`config.mk`:
```
export PLATFORM = sky130hd
export DESIGN_NAME = alu_iter_exec_flat
export DESIGN_NICKNAME = d
export VERILOG_FILES = /design/src/rtl/alu_iter_exec_if.sv /design/src/rtl/alu_iter_exec.sv /design/src/flat_wrapper.sv
export SDC_FILE = /design/constraint.sdc
export NUM_CORES = 1
export LEC_CHECK = 0
export ABC_CLOCK_PERIOD_IN_PS = 3300
export CELL_PAD_IN_SITES_DETAIL_PLACEMENT = 1
export CELL_PAD_IN_SITES_GLOBAL_PLACEMENT = 2
export CORE_MARGIN = 5
export CORE_UTILIZATION = 36
export CTS_CLUSTER_DIAMETER = 30
export DETAILED_ROUTE_END_ITERATION = 10
export DONT_BUFFER_PORTS = 1
export HOLD_SLACK_MARGIN = 0.1
export PLACE_DENSITY_LB_ADDON = 0.1
export SYNTH_ARGS = -nofsm -noshare
export SYNTH_HDL_FRONTEND = slang
export SYNTH_SLANG_ARGS = --single-unit
export TNS_END_PERCENT = 30
```
`constraint.sdc`:
```
create_clock -name clk_i -period 3.3 [get_ports clk_i]
set_input_delay 0.495 -clock clk_i [delete_from_list [all_inputs] [get_ports clk_i]]
set_output_delay 0.495 -clock clk_i [all_outputs]
set_load 0.01 [all_outputs]
```
`src/rtl/alu_iter_exec_if.sv`:
```
// Handshake/payload bundle between the ID/EX register and the iterative ALU execute stage.
interface alu_iter_exec_if #(
  parameter int unsigned WIDTH = 32
);
  logic             flush_i;
  logic             valid_i;
  logic             ready_o;
  logic [3:0]       ALUCtrl_i;
  logic [WIDTH-1:0] data1_i;
  logic [WIDTH-1:0] data2_i;
  logic             out_valid_o;
  logic             out_ready_i;
  logic [WIDTH-1:0] result_o;
  logic             zero_o;

  modport slave (
    input  flush_i, valid_i, ALUCtrl_i, data1_i, data2_i, out_ready_i,
    output ready_o, out_valid_o, result_o, zero_o
  );

  modport master (
    output flush_i, valid_i, ALUCtrl_i, data1_i, data2_i, out_ready_i,
    input  ready_o, out_valid_o, result_o, zero_o
  );
endinterface

```
`src/rtl/alu_iter_exec.sv`:
```
// ALU execute stage: single-cycle logic/arith ops, iterative shift-add MUL,
// valid/ready on both sides, registered result and zero flag.
module alu_iter_exec #(
  parameter int unsigned WIDTH = 32
) (
  input  logic             clk_i,
  input  logic             rst_i,
  alu_iter_exec_if.slave   bus
);

  localparam int unsigned SHW = $clog2(WIDTH);

  localparam logic [3:0] OP_AND  = 4'h0;
  localparam logic [3:0] OP_XOR  = 4'h1;
  localparam logic [3:0] OP_SLL  = 4'h2;
  localparam logic [3:0] OP_ADD  = 4'h3;
  localparam logic [3:0] OP_SUB  = 4'h4;
  localparam logic [3:0] OP_MUL  = 4'h5;
  localparam logic [3:0] OP_ADDI = 4'h6;
  localparam logic [3:0] OP_SRAI = 4'h7;
  localparam logic [3:0] OP_LW   = 4'h8;
  localparam logic [3:0] OP_SW   = 4'h9;
  localparam logic [3:0] OP_BEQ  = 4'hA;

  typedef enum logic [1:0] {
    S_IDLE = 2'd0,
    S_MUL  = 2'd1,
    S_DONE = 2'd2
  } state_t;

  state_t           r_state;
  state_t           w_state_nxt;
  logic             r_ready;
  logic             r_out_valid;
  logic             r_zero;
  logic [WIDTH-1:0] r_result;
  logic [WIDTH-1:0] r_acc;
  logic [WIDTH-1:0] r_mcand;
  logic [WIDTH-1:0] r_mplier;
  logic [SHW-1:0]   r_cnt;

  logic             w_zero_nxt;
  logic [WIDTH-1:0] w_result_nxt;
  logic [WIDTH-1:0] w_acc_nxt;
  logic [WIDTH-1:0] w_mcand_nxt;
  logic [WIDTH-1:0] w_mplier_nxt;
  logic [SHW-1:0]   w_cnt_nxt;
  logic [WIDTH-1:0] w_alu;
  logic [WIDTH-1:0] w_acc_step;
  logic [SHW-1:0]   w_shamt;
  logic             w_accept;
  logic             w_is_mul;
  logic             w_mul_last;

  assign w_shamt    = bus.data2_i[SHW-1:0];
  assign w_accept   = (r_state == S_IDLE) && bus.valid_i && !bus.flush_i;
  assign w_is_mul   = (bus.ALUCtrl_i == OP_MUL);
  assign w_mul_last = (r_cnt == SHW'(WIDTH - 1));
  assign w_acc_step = r_acc + (r_mplier[0] ? r_mcand : '0);

  // Single-cycle operations; MUL and undefined codes yield 0 here.
  always_comb begin
    w_alu = '0;
    case (bus.ALUCtrl_i)
      OP_AND:                        w_alu = bus.data1_i & bus.data2_i;
      OP_XOR:                        w_alu = bus.data1_i ^ bus.data2_i;
      OP_SLL:                        w_alu = bus.data1_i << w_shamt;
      OP_ADD, OP_ADDI, OP_LW, OP_SW: w_alu = bus.data1_i + bus.data2_i;
      OP_SUB, OP_BEQ:                w_alu = bus.data1_i - bus.data2_i;
      OP_SRAI:                       w_alu = WIDTH'($signed(bus.data1_i) >>> w_shamt);
      default:                       w_alu = '0;
    endcase
  end

  // Next state; flush overrides every transition.
  always_comb begin
    w_state_nxt = r_state;
    case (r_state)
      S_IDLE: if (bus.valid_i) w_state_nxt = w_is_mul ? S_MUL : S_DONE;
      S_MUL:  if (w_mul_last)  w_state_nxt = S_DONE;
      S_DONE: if (bus.out_ready_i) w_state_nxt = S_IDLE;
      default: w_state_nxt = S_IDLE;
    endcase
    if (bus.flush_i) w_state_nxt = S_IDLE;
  end

  // Datapath next values; result/zero only move when DONE is entered.
  always_comb begin
    w_result_nxt = r_result;
    w_zero_nxt   = r_zero;
    w_acc_nxt    = r_acc;
    w_mcand_nxt  = r_mcand;
    w_mplier_nxt = r_mplier;
    w_cnt_nxt    = r_cnt;
    if (w_accept) begin
      if (w_is_mul) begin
        w_acc_nxt    = '0;
        w_mcand_nxt  = bus.data1_i;
        w_mplier_nxt = bus.data2_i;
        w_cnt_nxt    = '0;
      end else begin
        w_result_nxt = w_alu;
        w_zero_nxt   = (w_alu == '0);
      end
    end else if ((r_state == S_MUL) && !bus.flush_i) begin
      w_acc_nxt    = w_acc_step;
      w_mcand_nxt  = r_mcand << 1;
      w_mplier_nxt = r_mplier >> 1;
      w_cnt_nxt    = r_cnt + SHW'(1);
      if (w_mul_last) begin
        w_result_nxt = w_acc_step;
        w_zero_nxt   = (w_acc_step == '0);
      end
    end
  end

  always_ff @(posedge clk_i or negedge rst_i) begin
    if (!rst_i) begin
      r_state     <= S_IDLE;
      r_ready     <= 1'b1;
      r_out_valid <= 1'b0;
      r_result    <= '0;
      r_zero      <= 1'b0;
      r_acc       <= '0;
      r_mcand     <= '0;
      r_mplier    <= '0;
      r_cnt       <= '0;
    end else begin
      r_state     <= w_state_nxt;
      r_ready     <= (w_state_nxt == S_IDLE);
      r_out_valid <= (w_state_nxt == S_DONE);
      r_result    <= w_result_nxt;
      r_zero      <= w_zero_nxt;
      r_acc       <= w_acc_nxt;
      r_mcand     <= w_mcand_nxt;
      r_mplier    <= w_mplier_nxt;
      r_cnt       <= w_cnt_nxt;
    end
  end

  assign bus.ready_o     = r_ready;
  assign bus.out_valid_o = r_out_valid;
  assign bus.result_o    = r_result;
  assign bus.zero_o      = r_zero;

endmodule

```
`src/flat_wrapper.sv`:
```
// flat-port wrapper written by rule: the top's interface ports become plain ports
module alu_iter_exec_flat 
#(
  parameter int unsigned WIDTH = 32
)
  (clk_i, rst_i, bus_flush_i, bus_valid_i, bus_ALUCtrl_i, bus_data1_i, bus_data2_i, bus_out_ready_i, bus_ready_o, bus_out_valid_o, bus_result_o, bus_zero_o);
  alu_iter_exec_if #(.WIDTH(WIDTH)) bus_i ();
  input  logic clk_i;
  input  logic rst_i;
  input wire logic [$bits(bus_i.flush_i)-1:0] bus_flush_i;
  input wire logic [$bits(bus_i.valid_i)-1:0] bus_valid_i;
  input wire logic [$bits(bus_i.ALUCtrl_i)-1:0] bus_ALUCtrl_i;
  input wire logic [$bits(bus_i.data1_i)-1:0] bus_data1_i;
  input wire logic [$bits(bus_i.data2_i)-1:0] bus_data2_i;
  input wire logic [$bits(bus_i.out_ready_i)-1:0] bus_out_ready_i;
  output wire logic [$bits(bus_i.ready_o)-1:0] bus_ready_o;
  output wire logic [$bits(bus_i.out_valid_o)-1:0] bus_out_valid_o;
  output wire logic [$bits(bus_i.result_o)-1:0] bus_result_o;
  output wire logic [$bits(bus_i.zero_o)-1:0] bus_zero_o;
  assign bus_i.flush_i = bus_flush_i;
  assign bus_i.valid_i = bus_valid_i;
  assign bus_i.ALUCtrl_i = bus_ALUCtrl_i;
  assign bus_i.data1_i = bus_data1_i;
  assign bus_i.data2_i = bus_data2_i;
  assign bus_i.out_ready_i = bus_out_ready_i;
  assign bus_ready_o = bus_i.ready_o;
  assign bus_out_valid_o = bus_i.out_valid_o;
  assign bus_result_o = bus_i.result_o;
  assign bus_zero_o = bus_i.zero_o;
  alu_iter_exec #(.WIDTH(WIDTH)) u_core (.clk_i(clk_i), .rst_i(rst_i), .bus(bus_i));
endmodule
```
==> key figures <==
Setup path
  – Worst Path Max Fanout: 4
  – Required time worst endpoint: 3.72 ns
  – Buf/Inv on CP: 4
  – Worst Setup End Kind: register
  – Crit path largest cell delay: 0.56 ns
  – Crit path arrival time: ~4.4 ns
  – Cells along the critical path: buf_6 > and2_4 > buf_4 > fa_2 > buf_6 > xor2_2 > nor4_2 > nand4_1 > or4_4 > nor4_2 > buf_4 > nand4_1 > or4_4 > nor4_4 > a31o_1
  – Critical register-to-register path endpoint: u_core.bus.zero_o
  – CP Launch Type: register
  – Worst R2R Path Depth: 15
  – Setup CP Type: register to register
  – Worst path top cell family by delay: simple AND/OR/NAND/NOR gates
  – FF-to-FF setup slack: -0.72 ns
  – Reg-to-Reg Start: u_core.r_mplier[0]
  – CP startpoint: u_core.r_mplier[0]
  – Crit-path slowest cell: or4_4

Placed design
  – Port Buffers: 0
  – DP Worst Slack: -1.59 ns
  – Placement Cell Area: around 0.018 mm2
  – Routability cong.: 0.992
  – DP HPWL: 58.7 mm

GRT
  – First-pass GRT wire length: 114 mm
  – GRT Util Overall: ~32%
  – Initial antenna violation count: 0
  – Vias in the first global route: 17.4k
  – Pin count of the biggest net entering global routing: 139
  – Total gr overflow: 0

Power and ir drop
  – Peak VDD IR: 0.297 mV
  – Final Power: 9490 uW
  – PD cells: between 400 and 500 mW/mm2
  – Leakage power: 0.00893 uW

Synthesis
  – Post-synthesis cell type count: between 80 and 90
  – Synthesized area per cell: slightly above 8 um2
  – Cell count after synthesis: between 1.5k and 2k
  – Syn_nets: around 2.0k
  – Async set-reset flop share out of synthesis: 100%
  – Sequential element share of the synthesized area: 22.8%
  – Yosys top cell area share: 22.6%
  – Yosys reg bits: ~140
  – Post-synthesis cell area: 0.0152 mm2
  – Synth Flop Type: dfrtp_1
  – Post-synth EDFFs: 0
  – Synth Warn #: 0
  – Synth top area cells: dfrtp_1, mux4_2, ha_1
  – Post-synth top area cell: dfrtp_1

Run status
  – Status: finished with violations
  – Failing checks: hold timing, setup timing

Detailed routing
  – Final ANT Viol Nets: 0
  – First-pass detailed-route iteration total: 5
  – Drt wl/cell: 27.7 um
  – Vias: 16.6k
  – Drt initial violations: 1305
  – Via-per-instance ratio: 6.11
  – DRC: 0
  – Total wire length: approximately 75 mm

Cells and area
  – Multi-input gate area: 0.0122 mm2
  – FF+latch area: 0.00346 mm2
  – Final design utilization: about half
  – FILL cells: 4901
  – Synthesis-to-finish area growth: 33.6%
  – Design Area, Final: ~0.02 mm2
  – Share of layout cells above drive strength 1: 33.6%
  – Nets: 2335
  – # diodes: 0

Timing
  – Slew Limit Fails: 0
  – RSZ-0062 raised after global routing: yes
  – Setup violators final: 28
  – Fin. Hold Viols: around 140
  – Max Clock Freq: 249 MHz
  – PnR worst setup slack: -0.724 ns
  – Tcrit/Tclk final: 122%
  – Worst Skew: 0.0134 ns
  – Normalized max-slew margin: 44.3%
  – Least-Margin Pin Slew: 0.828 ns
  – Post-layout min period: 4.02 ns
  – Minimum hold slack: -0.298 ns

CTS
  – CTS max path bufs: 2
  – Worst-Skew Late Latency: roughly 0.49 ns
  – Hold Buf Count CTS: 2
  – H-tree depth: 4
  – CTS clock-pin slew for the worst setup and hold paths: roughly 0.07 ns
  – Num CTS Buffers: 17
  – Clock Root Buffer: clkbuf_16
  – CTS tree: built
  – CTS Sinks: 138

Job
  – Max Cap Viol: 0

Floorplan
  – Initial core utilization: a little over a third
  – Core box area: roughly 0.042 mm2
  – # rows: 75
  – Io pins: 108
  – Chip height: 215 um
  – Die outline width: between 200 and 250 um
  – DIE AREA: 0.0464 mm2

Hold path
  – Worst Hold Class: primary input to asynchronous set/reset pin
-- how the worst max path moves through the flow --
stage,to,slack [ns],cells past startpoint
floorplan,u_core.bus.zero_o,-1.46,26
global placement,u_core.bus.zero_o,-1.45,19
detailed placement,u_core.bus.zero_o,-1.59,17
CTS,u_core.bus.zero_o,-0.80,17
global route,u_core.bus.zero_o,-0.88,19
finish,u_core.bus.zero_o,-0.72,15
-- cells by family (layout without fill, tap and decap cells) --
group,count (synthesis),after routing,synth area share [%]
adder cells (fa/ha/maj),100,100,8.34
multiplexers,166,166,15.8
flip-flops,138,138,22.8
AND/OR/NAND/NOR,665,665,20.5
AO/OA/AOI/OAI,555,555,24.1
XOR/XNOR,74,74,4.27
buffers and inverters,160,477,4.24
-- per-layer routing --
layer	vias up	GRT usage (%)	routed length, um
li1	7619	-	-
met5	-	0	0
met1	8392	42.3	33000
met2	460	54.0	35900
met3	114	5.24	3700
met4	0	10.0	2520
-- worst register-to-register path, delay by kind of cell, from the launching register on --
kind / cells / cell delay (ns)
XOR/XNOR: 1 / 0.17
adder cells (fa/ha/maj): 1 / 0.37
buffers and inverters: 4 / 0.57
flip-flops: 1 / 0.43
AO/OA/AOI/OAI: 1 / 0.19
AND/OR/NAND/NOR: 8 / 2.24
-- layout by cell type (no fill, tap or decap), types with 28 or more instances in the layout --
master     n
o21ai_0   82
a21o_1    34
a21oi_2   29
and2_1    31
dfrtp_1  136
a21oi_1   75
xor2_1    28
mux4_2    57
o22ai_1   81
ha_1      80
nand2_1  187
buf_4    403
nor2_1   230
mux2i_1   86
xnor2_1   40
-- synthesized netlist by cell type (6+ instances only) --
library cell,n
or4_1,7
o21a_1,19
nand2_1,195
a21oi_1,107
or3_1,15
and2_1,44
a211oi_1,25
dfrtp_1,137
o21ai_0,110
a21o_1,34
o2111ai_1,7
a22o_1,16
nor3_1,35
mux2_2,22
o22ai_1,82
buf_2,13
nor4_1,18
o21bai_1,9
a2111oi_0,6
nand3_1,21
mux2i_1,87
o31ai_1,16
nand3b_1,6
nand4_1,23
nor2b_1,12
clkbuf_1,104
and3_1,15
xnor2_1,45
a32o_1,6
buf_1,14
mux4_2,57
a31oi_1,26
nand2b_1,7
ha_1,98
nor2_1,236
xor2_1,29
o221ai_1,7
o211ai_1,16
inv_1,21
a311oi_1,9
-- final cells by class --
cell class / count / share of cell area (%)
clock buffers: 18 / 2.16
inverters: 24 / 0.456
clock inverters: 14 / 0.771
repair buffers: 421 / 16.1
flip-flops and latches: 138 / 17.0
multi-input cells: 1560 / 60.1
well taps: 539 / 3.32
-- what timing repair did --
| item | 4_1_cts | 5_1_grt |
|---|---|---|
| resized for setup | 162 | 73 |
| pin swaps | 43 | 53 |
| hold endpoints to repair | 142 | 138 |
| setup buffers | 17 | 5 |
| endpoints found under the setup margin | 44 | 35 |
-- power breakdown --
part	internal (uW)	leakage (uW)	total (uW)	switching [uW]
Sequential	2140	0.00176	2520	380
Clock	1090	0.000292	2040	948
Combinational	2360	0.00688	4930	2560
Total	5600	0.00893	9490	3890
-- registers in the layout, indices dropped and copies added (netlist names) --
name                    flops
u_core.r_cnt                5
u_core.r_mcand             32
u_core.r_state              2
u_core.bus.ready_o          1
u_core.bus.zero_o           1
u_core.bus.result_o        32
u_core.r_mplier            32
u_core.r_acc               32
u_core.bus.out_valid_o      1
-- stage by stage --
step / TNS, ns / std cells
global placement: -31.81 / 2663
floorplan: -19.58 / 1858
detailed placement: -34.98 / 2663
CTS: -9.84 / 2710
global route: -15.18 / 2714
finish: -10.88 / 2714
Note: power is estimated with default switching activity, not from simulation.
